`src/rtl/pkt_write_arbiter.sv`:
```
// Two-port round-robin write arbiter for a shared packet buffer.
// Outputs are registered one cycle after a grant, so a granted port is blind for one cycle.
module pkt_write_arbiter #(
    parameter logic RR_INIT = 1'b0
) (
    input  logic           i_clk,
    input  logic           i_rst_n,
    input  logic [133:0]   iv_pkt_p0,
    input  logic           i_pkt_wr_p0,
    input  logic [15:0]    iv_pkt_bufadd_p0,
    output logic           o_pkt_ack_p0,
    input  logic [133:0]   iv_pkt_p1,
    input  logic           i_pkt_wr_p1,
    input  logic [15:0]    iv_pkt_bufadd_p1,
    output logic           o_pkt_ack_p1,
    output logic [133:0]   ov_pkt,
    output logic           o_pkt_wr,
    output logic [15:0]    ov_pkt_bufadd,
    input  logic           i_cnt_clear,
    output logic [15:0]    ov_wr_cnt_p0,
    output logic [15:0]    ov_wr_cnt_p1,
    output logic           o_conflict_pulse
);

    logic           rr_q, rr_d;
    logic           blind_p0_q, blind_p0_d;
    logic           blind_p1_q, blind_p1_d;
    logic [133:0]   pkt_q, pkt_d;
    logic [15:0]    bufadd_q, bufadd_d;
    logic           wr_q, wr_d;
    logic           ack_p0_q, ack_p0_d;
    logic           ack_p1_q, ack_p1_d;
    logic           conflict_q, conflict_d;
    logic [15:0]    cnt_p0_q, cnt_p0_d;
    logic [15:0]    cnt_p1_q, cnt_p1_d;

    logic elig_p0, elig_p1, grant_p0, grant_p1;

    always_comb begin
        // A port granted last cycle has its ack in flight and must not be re-granted yet.
        elig_p0  = i_pkt_wr_p0 & ~blind_p0_q;
        elig_p1  = i_pkt_wr_p1 & ~blind_p1_q;
        grant_p0 = elig_p0 & (~elig_p1 | (rr_q == 1'b0));
        grant_p1 = elig_p1 & (~elig_p0 | (rr_q == 1'b1));

        rr_d       = rr_q;
        pkt_d      = pkt_q;
        bufadd_d   = bufadd_q;
        if (grant_p0) begin
            rr_d     = 1'b1;
            pkt_d    = iv_pkt_p0;
            bufadd_d = iv_pkt_bufadd_p0;
        end else if (grant_p1) begin
            rr_d     = 1'b0;
            pkt_d    = iv_pkt_p1;
            bufadd_d = iv_pkt_bufadd_p1;
        end

        blind_p0_d = grant_p0;
        blind_p1_d = grant_p1;
        wr_d       = grant_p0 | grant_p1;
        ack_p0_d   = grant_p0;
        ack_p1_d   = grant_p1;
        conflict_d = elig_p0 & elig_p1;

        // Clear takes precedence over a coincident ack.
        if (i_cnt_clear) begin
            cnt_p0_d = 16'h0;
            cnt_p1_d = 16'h0;
        end else begin
            cnt_p0_d = cnt_p0_q + {15'h0, ack_p0_q};
            cnt_p1_d = cnt_p1_q + {15'h0, ack_p1_q};
        end
    end

    always_ff @(posedge i_clk or negedge i_rst_n) begin
        if (!i_rst_n) begin
            rr_q       <= RR_INIT;
            blind_p0_q <= 1'b0;
            blind_p1_q <= 1'b0;
            pkt_q      <= 134'h0;
            bufadd_q   <= 16'h0;
            wr_q       <= 1'b0;
            ack_p0_q   <= 1'b0;
            ack_p1_q   <= 1'b0;
            conflict_q <= 1'b0;
            cnt_p0_q   <= 16'h0;
            cnt_p1_q   <= 16'h0;
        end else begin
            rr_q       <= rr_d;
            blind_p0_q <= blind_p0_d;
            blind_p1_q <= blind_p1_d;
            pkt_q      <= pkt_d;
            bufadd_q   <= bufadd_d;
            wr_q       <= wr_d;
            ack_p0_q   <= ack_p0_d;
            ack_p1_q   <= ack_p1_d;
            conflict_q <= conflict_d;
            cnt_p0_q   <= cnt_p0_d;
            cnt_p1_q   <= cnt_p1_d;
        end
    end

    assign ov_pkt           = pkt_q;
    assign ov_pkt_bufadd    = bufadd_q;
    assign o_pkt_wr         = wr_q;
    assign o_pkt_ack_p0     = ack_p0_q;
    assign o_pkt_ack_p1     = ack_p1_q;
    assign o_conflict_pulse = conflict_q;
    assign ov_wr_cnt_p0     = cnt_p0_q;
    assign ov_wr_cnt_p1     = cnt_p1_q;

endmodule
```
`config.mk`:
```
export PLATFORM = sky130hd
export DESIGN_NAME = pkt_write_arbiter
export DESIGN_NICKNAME = d
export VERILOG_FILES = /design/src/rtl/pkt_write_arbiter.sv
export SDC_FILE = /design/constraint.sdc
export NUM_CORES = 1
export LEC_CHECK = 0
export ABC_AREA = 1
export ABC_CLOCK_PERIOD_IN_PS = 2780
export CAP_MARGIN = 20
export CORE_AREA = 2 2 193 195
export CTS_BUF_LIST = sky130_fd_sc_hd__clkbuf_4
export DETAILED_ROUTE_END_ITERATION = 8
export DIE_AREA = 0 0 195 197
export DONT_BUFFER_PORTS = 1
export PLACE_DENSITY = 0.45
export SYNTH_ARGS = -nofsm -noshare
export SYNTH_HDL_FRONTEND = slang
export SYNTH_SLANG_ARGS = --single-unit
```
`constraint.sdc`:
```
create_clock -name i_clk -period 2.78 [get_ports i_clk]
set_clock_uncertainty 0.1 [all_clocks]
set_input_delay 0.278 -clock i_clk [delete_from_list [all_inputs] [get_ports i_clk]]
set_output_delay 0.278 -clock i_clk [all_outputs]
set_load 0.01 [all_outputs]
```
# After elaboration in Yosys (flattened, before gate mapping)
# Index checks and enable logic that the tools add are counted.
# op_classes
addsub	2
multipliers	0
div_mod_pow	0
magnitude_cmp	0
n_eq_ne	0
shift	0
n_mux	8
bitwise_logic	13
n_reduce_logical	1
# ops
operator	count
$mux 134	2
$mux 16	4
$add 16x1->16	2
$and 1x1->1	5
$not 1->1	5
$or 1x1->1	3
$mux 1	2
$reduce_bool 2->1	1
# word_totals
ff_bits	187
latch_bits	0
ramBits	0
rom_bits	0
input_bits	305
output_inout_bits	186
word_cells	33
mem_count	0

# Longest topological paths before layout
# logic_depth
depth_word	7
mapped_depth	9
depth_no_buf	9

# Worst setup path after synthesis
# Ideal clock, no wire load.
# synth_timing
path_type	reg-to-reg
startpoint	register, netlist name o_pkt_ack_p0
endpoint	register pkt_q[107] (netlist: ov_pkt[107])
setup_time_ns	0.123
arrival_time_ns	1.308
required_time_ns	2.557
path_slack_ns	1.249
stages_incl_launch_ff	9
n_path_buf	2
period_less_slack_ns	1.531
cell_sequence	dfrtp_1 -> nor2_4 -> nand2_1 -> nand2_1 -> buf_4 -> buf_4 -> nand2_1 -> o21ai_0 -> nand2_1
# synth_rtl
item	line_no	source
end signal: assignment	93	pkt_q <= pkt_d;
end: declaration	28	logic [133:0] pkt_q, pkt_d;

==> metrics.md <==
| Metric | Value |
|---|---|
| Overall Power | `0.00783 W` |
| Hold WC Path Type | `in2async` |
| Clock Pin Slew Worst Setup and Hold Paths | `roughly 0.18 ns` |
| FF-to-FF Start | `o_pkt_ack_p1` |
| Syn Area/Cell | `approximately 7.3 um^2` |
| Number of global-route vias before repair | `9283` |
| First-pass DRT Iterations | `5` |
| Die Wd | `195 um` |
| I/O pin count | `between 400 and 500` |
| CP delay by family, top | `buffers and inverters` |
| Initial Util | `0.249` |
| Footprint of the multi-input gates | `3850 um^2` |
| Setup bufs post-CTS | `0` |
| CTS buffer count | `17` |
| Core area | `~36000 um^2` |
| Setup TNS | `0 ns` |
| Failing checks | `hold timing` |
| Largest net degree at the start of global routing | `188` |
| Htree depth | `4` |
| Slew Limit Fails | `0` |
| CTS tree | `done` |
| DR WL/cell | `17.0 um` |
| Layout cell share with drive strength beyond 1 | `0.0330` |
| Die area | `38400 um^2` |
| Largest buffer count on any clock path | `2` |
| Setup CP Type | `reg2reg` |
| Relative slew slack | `0.478` |
| Max VDD drop | `a little under 300 uV` |
| # rows | `70` |
| CP Cell Sequence | `nor2_2 -> a21oi_4 -> buf_12 -> o21ai_0 -> dlygate4sd3_1 -> nand2_1` |
| Buffers on Ports | `0` |
| Synth warnings | `0` |
| Drt total wl | `33700 um` |
| Number of remaining DRC errors | `0` |
| Worst Path Required | `3.23 ns` |
| HPWL Detailed | `21900 um` |
| Gr ovfl total | `0` |
| Nets | `1811` |
| Lkg Pwr | `6.22 nW` |
| Worst path max stage delay | `around 0.6 ns` |
| Global Route Usage Sum | `0.170` |
| 1st-iter DRT viols | `494` |
| Worst Max-Slew Pin Slew | `0.783 ns` |
| First-pass GRT wire length | `50900 um` |
| Yosys reg bits | `187` |
| Maxcap violations | `0` |
| Vias per std cell | `4.58` |
| GPL Wtd Cong | `just under 0.8` |
| Mapped Nets | `1544` |
| Critical path buffers and inverters | `2` |
| Fill count | `between 3000 and 4000` |
| Final Hold Vio Count | `187` |
| CP Capture Type | `flop` |
| Count of cell types in the netlist | `20` |
| Post-synthesis sequential area ratio | `0.517` |
| TritonCTS Sinks | `187` |
| WHS | `-0.786 ns` |
| RSZ-0062 raised after global routing | `false` |
| Critical path arrival | `between 3 and 4 ns` |
| Fmax | `391 MHz` |
| Crit start category | `flop` |
| Critical Path Source | `o_pkt_ack_p1` |
| Post-Syn Instances | `~1200` |
| Worst path slowest cell | `dlygate4sd3_1` |
| Status | `complete, but fails checks` |
| Crit path max fanout | `approximately 100` |
| Final setup fails | `0` |
| Die H | `between 150 and 200 um` |
| Vias post-DR | `9100` |
| Routed Antenna Nets | `0` |
| Sequential Area | `between 4000 and 5000 um^2` |
| Crit path time final | `around 2.6 ns` |
| Antenna violations before repair | `3` |
| Cell area after synthesis | `9040 um^2` |
| Pwr/cell area | `611 nW/um^2` |
| Clk_lat worst skew | `0.65 ns` |
| Tcrit/Tclk final | `0.921` |
| CTS root buf | `clkbuf_4` |
| Area added between synthesis and finish | `41.7%` |
| Hold buffers post-CTS | `304` |
[placed cells by master, fill, tap and decap left out, types with 3 or more instances in the layout]
cell type and instances:
nand2_1 669, dlygate4sd3_1 304, clkbuf_4 18, nor3_1 5, clkinvlp_4 3, diode_2 4
inv_6 3, o21ai_1 57, dfrtp_1 187, buf_12 7, xor2_1 4, o21bai_1 4
nand3_1 11, buf_4 4, nor2_1 55, o21ai_0 109, a21oi_1 11, inv_1 45
ha_1 4, clkinv_4 3
[per-layer routing]
metal  global-route usage  vias to the layer above  wire (um)  share of wire
li1                     -                     4367          -              -
met1                0.200                     4249      13400           0.40
met2                0.282                      400      16500           0.49
met3               0.0536                       84       2430          0.072
met4               0.0840                        0       1380          0.041
met5                    0                        -          0              0
[path summary, 6_finish.rpt]
path,end,slack (ns),depth (start not counted)
setup reg to reg,ov_pkt[90],0.22,6
min in group i_clk,ov_pkt[18],0.27,5
hold / removal,ov_pkt[59],-0.79,0
setup / recovery,ov_pkt[90],0.22,6
hold reg to reg,ov_pkt[11],0.47,2
max in group asynchronous,ov_pkt_bufadd[0],3.07,0
[power breakdown]
part / leakage, nW / switching [W] / internal, W / total, W
clock network: 0.154 / 0.00109 / 0.000566 / 0.00166
logic: 3.72 / 0.00103 / 0.00102 / 0.00206
registers: 2.34 / 0.000822 / 0.00329 / 0.00411
total: 6.22 / 0.00295 / 0.00488 / 0.00783
[cell type report]
class,count,area share
Inverter,48,0.0142
Antenna cell,4,0.000781
Tap cell,468,0.0457
Clock inverter,14,0.0127
Multi-Input combinational cell,933,0.300
Sequential cell,187,0.365
Clock buffer,18,0.0105
Timing Repair Buffer,315,0.251
[cell usage after synthesis]
library cell	number	area share
nor2_4	1	0.0012
buf_4	15	0.012
nand3_1	11	0.0061
buf_2	33	0.018
nor3_1	5	0.0028
o21ai_1	57	0.032
buf_1	2	0.00083
o21ai_0	109	0.060
xor2_1	4	0.0039
a21oi_4	1	0.0018
ha_1	4	0.0055
nor2_1	55	0.023
clkbuf_1	17	0.0071
nand2_1	670	0.28
inv_2	3	0.0012
nor2_2	1	0.00069
a21oi_1	11	0.0061
o21bai_1	4	0.0033
inv_1	45	0.019
dfrtp_1	187	0.52
[cell families (layout without fill, tap and decap cells)]
family          count (synthesis)  in the layout  synth area share
flops                         187            187             0.517
buf+inv                       115            395            0.0585
simple gates                  743            743             0.312
fa+ha+maj                       4              4           0.00553
compound gates                182            182             0.103
xor+xnor                        4              4           0.00387
other cells                     0              4                 0
[sequential cells by signal (all words and copies together), names as in the netlist]
register,flops
ov_wr_cnt_p1,16
rr_q,1
o_pkt_ack_p1,1
o_pkt_wr,1
ov_wr_cnt_p0,16
ov_pkt,134
ov_pkt_bufadd,16
o_pkt_ack_p0,1
o_conflict_pulse,1
[per-stage QoR]
step / std cells / setup WS (ns) / area [um^2] / util / hold WS [ns]
floorplan: 1235 / 1.25 / 9040 / - / -0.118
global placement: 1647 / 0.794 / 9460 / 0.261 / -0.114
detailed placement: 1647 / 0.722 / 9460 / 0.261 / -0.114
CTS: 1983 / 0.152 / 12800 / 0.353 / -0.907
global route: 1986 / 0.0821 / 12800 / 0.354 / -0.933
finish: 1987 / 0.221 / 12800 / 0.354 / -0.786
[timing repair]
action / 4_1_cts / 5_1_grt
hold endpoints to repair: 348 / 187
resized for setup: 0 / 1
setup endpoints to repair: 0 / 4
Note: power is estimated with default switching activity, not from simulation.
